### src/rtl/text_write_scheduler.sv
// Purpose: single owner of the text-mode character RAM write port; queues
//          character writes in a small FIFO and runs a full-screen clear engine.
// Latency: wr_req at edge N -> ram_we in the cycle after edge N+1 (continuous grant).
// Backpressure: writes issue only on edges that sample ram_grant=1; FIFO
//               overflow and out-of-range requests are discarded with wr_drop.
//
// Ports:
//   clk, reset        clock, asynchronous active-high reset
//   wr_req/x/y/charattr  character write request (one-cycle pulse)
//   wr_full, wr_drop  queue full flag, request-discarded pulse
//   clear_req, clear_charattr  start a full-screen fill with the given value
//   busy              clear in progress
//   ram_grant         RAM write port free in the next cycle
//   ram_we/addr/data  registered RAM write port

`ifndef TEXTCOLS_CHAR
`define TEXTCOLS_CHAR 80
`endif
`ifndef TEXTROWS_CHAR
`define TEXTROWS_CHAR 30
`endif
`ifndef CHARATTR_RANGE
`define CHARATTR_RANGE 23:0
`endif

// Generic synchronous FIFO with a flush that may coincide with a push.
// Latency: a pushed word is visible at pop_dat after the push edge.
// Backpressure: caller must not push when full; pop on empty is ignored.
// DEPTH must be a power of two, at least 2.
module text_write_fifo #(
  parameter int WIDTH = 8,
  parameter int DEPTH = 4,
  localparam int AW = $clog2(DEPTH),
  localparam int CW = $clog2(DEPTH) + 1
) (
  input  logic             clk,
  input  logic             reset,
  input  logic             flush,
  input  logic             push,
  input  logic [WIDTH-1:0] push_dat,
  input  logic             pop,
  output logic [WIDTH-1:0] pop_dat,
  output logic             empty,
  output logic [CW-1:0]    count
);
  logic [WIDTH-1:0] mem_q [DEPTH];
  logic [AW-1:0]    rd_ptr_q, wr_ptr_q;
  logic [CW-1:0]    count_q;
  logic             do_pop;

  assign do_pop  = pop && (count_q != '0);
  assign pop_dat = mem_q[rd_ptr_q];
  assign empty   = (count_q == '0);
  assign count   = count_q;

  // A flush rewinds both pointers, so a simultaneous push lands in slot 0.
  always_ff @(posedge clk) begin
    if (push) mem_q[flush ? '0 : wr_ptr_q] <= push_dat;
  end

  always_ff @(posedge clk or posedge reset) begin
    if (reset) begin
      rd_ptr_q <= '0;
      wr_ptr_q <= '0;
      count_q  <= '0;
    end else if (flush) begin
      rd_ptr_q <= '0;
      wr_ptr_q <= push ? AW'(1) : '0;
      count_q  <= push ? CW'(1) : '0;
    end else begin
      if (do_pop) rd_ptr_q <= rd_ptr_q + AW'(1);
      if (push)   wr_ptr_q <= wr_ptr_q + AW'(1);
      count_q <= count_q + CW'(push) - CW'(do_pop);
    end
  end
endmodule

module text_write_scheduler #(
  parameter int COLS       = `TEXTCOLS_CHAR,
  parameter int ROWS       = `TEXTROWS_CHAR,
  parameter int ADDR_WIDTH = 12,
  parameter int FIFO_DEPTH = 4
) (
  input  logic                  clk,
  input  logic                  reset,
  input  logic                  wr_req,
  input  logic [7:0]            wr_x,
  input  logic [7:0]            wr_y,
  input  logic [`CHARATTR_RANGE] wr_charattr,
  output logic                  wr_full,
  output logic                  wr_drop,
  input  logic                  clear_req,
  input  logic [`CHARATTR_RANGE] clear_charattr,
  output logic                  busy,
  input  logic                  ram_grant,
  output logic                  ram_we,
  output logic [ADDR_WIDTH-1:0] ram_addr,
  output logic [`CHARATTR_RANGE] ram_data
);
  typedef logic [`CHARATTR_RANGE] charattr_t;
  typedef struct packed {
    logic [ADDR_WIDTH-1:0] addr;
    charattr_t             data;
  } entry_t;
  typedef enum logic [1:0] {IDLE, DRAIN, CLEAR} state_t;

  localparam int CW = $clog2(FIFO_DEPTH) + 1;
  localparam logic [ADDR_WIDTH-1:0] LAST_ADDR = ADDR_WIDTH'(COLS * ROWS - 1);
  localparam logic [CW-1:0]         DEPTH_C   = CW'(FIFO_DEPTH);

  state_t                state_q, state_d;
  logic [ADDR_WIDTH-1:0] clr_cnt_q, clr_cnt_d;
  charattr_t             fill_q, fill_d;
  logic                  busy_q, busy_d;
  logic                  we_q, we_d;
  logic [ADDR_WIDTH-1:0] addr_q, addr_d;
  charattr_t             data_q, data_d;
  logic                  full_q, full_d;
  logic                  drop_q, drop_d;

  logic                  in_bounds;
  logic                  push, pop;
  entry_t                new_entry, head;
  logic                  fifo_empty;
  logic [CW-1:0]         fifo_count, fifo_count_nxt;

  assign in_bounds = (int'(wr_x) < COLS) && (int'(wr_y) < ROWS);
  assign new_entry.addr = ADDR_WIDTH'(wr_y) * ADDR_WIDTH'(COLS) + ADDR_WIDTH'(wr_x);
  assign new_entry.data = wr_charattr;

  // The full check uses the registered flag, so a pop in the same cycle does
  // not rescue a request. A clear flushes first, which always leaves room.
  assign push = wr_req && in_bounds && (clear_req || !full_q);

  text_write_fifo #(
    .WIDTH ($bits(entry_t)),
    .DEPTH (FIFO_DEPTH)
  ) u_fifo (
    .clk      (clk),
    .reset    (reset),
    .flush    (clear_req),
    .push     (push),
    .push_dat (new_entry),
    .pop      (pop),
    .pop_dat  (head),
    .empty    (fifo_empty),
    .count    (fifo_count)
  );

  always_comb begin
    state_d   = state_q;
    clr_cnt_d = clr_cnt_q;
    fill_d    = fill_q;
    busy_d    = busy_q;
    we_d      = 1'b0;
    addr_d    = addr_q;
    data_d    = data_q;
    pop       = 1'b0;
    drop_d    = wr_req && !push;

    if (clear_req) begin
      // Restart from cell 0 even mid-clear; no write issues on this edge.
      state_d   = CLEAR;
      clr_cnt_d = '0;
      fill_d    = clear_charattr;
      busy_d    = 1'b1;
    end else begin
      case (state_q)
        CLEAR: begin
          if (ram_grant) begin
            we_d   = 1'b1;
            addr_d = clr_cnt_q;
            data_d = fill_q;
            if (clr_cnt_q == LAST_ADDR) begin
              busy_d  = 1'b0;
              state_d = (!fifo_empty || push) ? DRAIN : IDLE;
            end else begin
              clr_cnt_d = clr_cnt_q + ADDR_WIDTH'(1);
            end
          end
        end
        default: begin
          if (ram_grant && !fifo_empty) begin
            pop    = 1'b1;
            we_d   = 1'b1;
            addr_d = head.addr;
            data_d = head.data;
          end
          state_d = (push || (fifo_count > CW'(pop))) ? DRAIN : IDLE;
        end
      endcase
    end

    if (clear_req) fifo_count_nxt = push ? CW'(1) : '0;
    else           fifo_count_nxt = fifo_count + CW'(push) - CW'(pop);
    full_d = (fifo_count_nxt == DEPTH_C);
  end

  always_ff @(posedge clk or posedge reset) begin
    if (reset) begin
      state_q   <= IDLE;
      clr_cnt_q <= '0;
      fill_q    <= '0;
      busy_q    <= 1'b0;
      we_q      <= 1'b0;
      addr_q    <= '0;
      data_q    <= '0;
      full_q    <= 1'b0;
      drop_q    <= 1'b0;
    end else begin
      state_q   <= state_d;
      clr_cnt_q <= clr_cnt_d;
      fill_q    <= fill_d;
      busy_q    <= busy_d;
      we_q      <= we_d;
      addr_q    <= addr_d;
      data_q    <= data_d;
      full_q    <= full_d;
      drop_q    <= drop_d;
    end
  end

  assign wr_full  = full_q;
  assign wr_drop  = drop_q;
  assign busy     = busy_q;
  assign ram_we   = we_q;
  assign ram_addr = addr_q;
  assign ram_data = data_q;
endmodule

### config.mk
export PLATFORM = sky130hd
export DESIGN_NAME = text_write_scheduler
export DESIGN_NICKNAME = d
export VERILOG_FILES = /design/src/rtl/text_write_scheduler.sv
export SDC_FILE = /design/constraint.sdc
export NUM_CORES = 1
export LEC_CHECK = 0
export BUFFER_PORTS_ARGS = -buffer_cell sky130_fd_sc_hd__buf_2
export CAP_MARGIN = 30
export CORE_UTILIZATION = 45
export CTS_BUF_LIST = sky130_fd_sc_hd__clkbuf_4
export CTS_CLUSTER_SIZE = 40
export DETAILED_ROUTE_END_ITERATION = 8
export PLACE_DENSITY_LB_ADDON = 0.1
export SYNTH_ARGS = -nofsm -noshare
export SYNTH_HDL_FRONTEND = slang
export SYNTH_HIERARCHICAL = 1
export SYNTH_SLANG_ARGS = --single-unit
### constraint.sdc
create_clock -name clk -period 6.7 [get_ports clk]
set_input_delay 1.34 -clock clk [delete_from_list [all_inputs] [get_ports clk]]
set_output_delay 1.34 -clock clk [all_outputs]
set_load 0.02 [all_outputs]
==> flow_summary.json <==
{
  "grt_use_total": 0.185,
  "grt.overflow.total": 0,
  "io_pins": 109,
  "cpMostUsedCell": "buf_4",
  "final_core_util": 0.532,
  "synthArstFlopShare": 0.371,
  "netSwitchingFraction": 0.246,
  "drt_iter0_drc": 349,
  "cts.clk_slew.worst_paths_ns": 0.06,
  "clk_latency_ns": 0.70,
  "crit_path_cell_trace": "buf_2 -> buf_4 -> o21ai_0 -> nor3_1 -> buf_4 -> nand2_1 -> nor3b_2 -> buf_4",
  "synth-main-ff-cell": "edfxtp_1",
  "syn_inst": 638,
  "cts_tree": "built",
  "final_max_slew_viol_count": 0,
  "place.port_buffers": 108,
  "row_count": 53,
  "startpoint_type": "primary input",
  "synthTopCellsByCount": "edfxtp_1 (144), dfrtp_1 (85), nand2_1 (78)",
  "grt_pass1_wl_mm": 30.8,
  "drt_wl_total_mm": 19.5,
  "yosysTopAreaCell": "edfxtp_1",
  "ys_seq_elements": 229,
  "status": "finished, final reports clean",
  "max_freq_ghz": 0.321,
  "p_int_uw": 2230,
  "setup_viol": 0,
  "stdcell_count": 1097,
  "syn-cell-area_sq_mm": 0.00961,
  "worst_path_largest_cell_delay_ns": 0.54,
  "grt_pass1_vias": 5754,
  "syn_avg_cell_area_sq_um": 15.1,
  "path_class": "in -> reg",
  "cts_hold_buf": 0,
  "fin_tns_setup_ns": 0,
  "postPlaceCellArea_sq_mm": 0.0104,
  "drtAntennaViolNets": 0,
  "post_cts_buffers": 0,
  "nets": 882,
  "fp.dieW_um": 148,
  "firstDrtPassIters": 5,
  "p_per_area_mw_per_mm2": 265,
  "vdd.ir_drop.worst_mv": 0.101,
  "ctsHtreeMaxLevel": 2,
  "reg2reg_to": "u_fifo/count[2]$_DFF_PP0_",
  "grt_max_degree": 79,
  "skew_ns": 0.0580,
  "seq_power_share": 0.542,
  "syn_to_final_growth_pct": 16.0,
  "core_sq_mm": 0.0210,
  "die_area_sq_mm": 0.0219,
  "pwr-share-clk": 0.367,
  "post_drt_wl_per_cell_um": 17.8,
  "cp-end-kind": "flop",
  "ys_warn_count": 6,
  "final_hold_viol_count": 0,
  "p_sw_uw": 726,
  "pwr-share-comb": 0.091,
  "whs_ns": 0.476,
  "final_area_sq_mm": 0.0111,
  "reg2reg_depth": 11,
  "vias": 5722,
  "synth.most_common_cell": "edfxtp_1",
  "drv_cap": 0,
  "multi_input_area_sq_mm": 0.00294,
  "synth_edf_count": 144,
  "n_fill_cell": 1829,
  "hp-class": "reg -> reg",
  "clock-root-buffer": "clkbuf_4",
  "vias_per_cell": 5.22,
  "antenna_found_initial": 1,
  "critical_path_required_ns": 7.00,
  "drive_gt1_frac": 0.342,
  "hp-start": "busy$_DFFE_PP0P_",
  "synth_top_area_share": 0.450,
  "cts_sinks": 229,
  "crit_fanout": 55,
  "reg2reg_from": "u_fifo/count[1]$_DFF_PP0_",
  "regArea_sq_mm": 0.00645,
  "numCtsBuffers": 59,
  "cp_slowest_cell": "buf_4",
  "post_cts_resized": 0,
  "cts_buffer_depth": 3,
  "r2r_slack_ns": 4.05,
  "synthDistinctLibCells": 47,
  "synthTopCellsByArea": "edfxtp_1 (45%), dfrtp_1 (22%), mux4_2 (8.4%), mux2_2 (3.2%), nand2_1 (3.0%)",
  "min_period_ns": 3.12,
  "p_leak_uw": 0.00424,
  "whs_path_depth": 1,
  "gp_congestion": 0.773,
  "min_to": "busy$_DFFE_PP0P_",
  "seq_area_frac_synth": 0.671,
  "hpwlAfterDp_mm": 12.4,
  "rsz0062_at_grt": "false",
  "drc": 0,
  "start_util": 0.459,
  "die_height_um": 148,
  "syn-num-nets": 732,
  "post-place-cells": 1001,
  "cp.arrival_ns": 3.41,
  "finalCritPeriodShare": 0.465,
  "worst_pin_slew_ns": 0.718,
  "relSlewSlack": 0.521
}
state kept, by name, indices dropped and copies added, names as in the netlist:
register and flops:
ram_data 24, ram_we 1, u_fifo/mem_q 144, busy 1, state_q 2, wr_drop 1
ram_addr 12, u_fifo/wr_ptr_q 2, fill_q 24, u_fifo/count 3, clr_cnt_q 12, wr_full 1
u_fifo/rd_ptr_q 2
cell usage in the layout (no fill, tap or decap), drive strengths merged, types with 4 or more instances in the layout:
| cell | Yosys | layout |
|---|---|---|
| clkbuf | 14 | 81 |
| and3 | 4 | 4 |
| a31oi | 36 | 36 |
| a21oi | 16 | 16 |
| nand2b | 4 | 4 |
| mux4 | 36 | 36 |
| nand3 | 9 | 9 |
| buf | 18 | 121 |
| nor3 | 4 | 4 |
| clkinv | 0 | 11 |
| edfxtp | 144 | 144 |
| nand4 | 5 | 5 |
| inv | 20 | 21 |
| xor2 | 6 | 6 |
| nor2b | 6 | 6 |
| nor2 | 46 | 46 |
| ha | 21 | 21 |
| or3 | 5 | 5 |
| dfrtp | 85 | 85 |
| nand2 | 78 | 78 |
| o21ai | 10 | 10 |
| xnor2 | 10 | 10 |
| mux2 | 27 | 27 |
| fa | 4 | 4 |
per-layer routing:
metal	wire length, um	vias to the layer above	track usage
met5	0	-	0
met4	278	0	0.0634
met3	1250	25	0.0426
met2	8480	172	0.261
met1	9530	2809	0.280
li1	-	2716	-
final cells by class:
class,instances,share of cell area
sequential,229,0.579
multi-input combinational,357,0.264
timing repair buffer,121,0.0590
clock buffer,81,0.0545
tap,275,0.0309
inverter,20,0.00685
clock inverter,13,0.00572
antenna,1,0.000224
per-stage QoR:
stage | setup slack [ns] | power [uW]
after detailed placement | 2.86 | 1900
after CTS | 3.59 | 3000
after global placement | 2.95 | 1890
final | 3.58 | 2960
after floorplan | 0.0765 | 1800
after global routing | 3.39 | 3100
how the worst max path moves through the flow:
| stage | startpoint | endpoint | slack, ns | cells past startpoint |
|---|---|---|---|---|
| floorplan | wr_x[7] | u_fifo/mem_q[2][0]$_DFFE_PP_ | 0.08 | 3 |
| global placement | clear_req | u_fifo/mem_q[3][15]$_DFFE_PP_ | 2.95 | 8 |
| detailed placement | clear_req | u_fifo/mem_q[3][15]$_DFFE_PP_ | 2.86 | 8 |
| CTS | clear_req | u_fifo/mem_q[3][27]$_DFFE_PP_ | 3.59 | 8 |
| global route | clear_req | u_fifo/mem_q[3][31]$_DFFE_PP_ | 3.39 | 8 |
| finish | clear_req | u_fifo/mem_q[3][31]$_DFFE_PP_ | 3.58 | 8 |
power by group through the flow:
stage                     Combinational (uW)  Clock (uW)  Sequential [uW]
after floorplan                          126           0             1670
after CTS                                271        1130             1600
final                                    268        1090             1600
after global routing                     298        1190             1610
after global placement                   264           0             1630
after detailed placement                 270           0             1630
cells by family (layout without fill, tap and decap cells):
| kind of cell | Yosys count | in the layout | share of synthesized area |
|---|---|---|---|
| and+or+nand+nor | 177 | 177 | 0.0857 |
| other | 0 | 1 | 0 |
| AOI/OAI and AO/OA | 75 | 75 | 0.0483 |
| adders and majority gates | 25 | 25 | 0.0357 |
| buffers and inverters | 52 | 235 | 0.0262 |
| muxes | 63 | 63 | 0.116 |
| xor gates and xnor gates | 17 | 17 | 0.0169 |
| DFF | 229 | 229 | 0.671 |
worst max-delay path, delay by kind of cell:
kind                   cells  cell delay [ns]
AND/OR/NAND/NOR            3             0.48
buffers and inverters      4             1.32
AO/OA/AOI/OAI              1             0.24
Power figures use the tool's default switching activity.
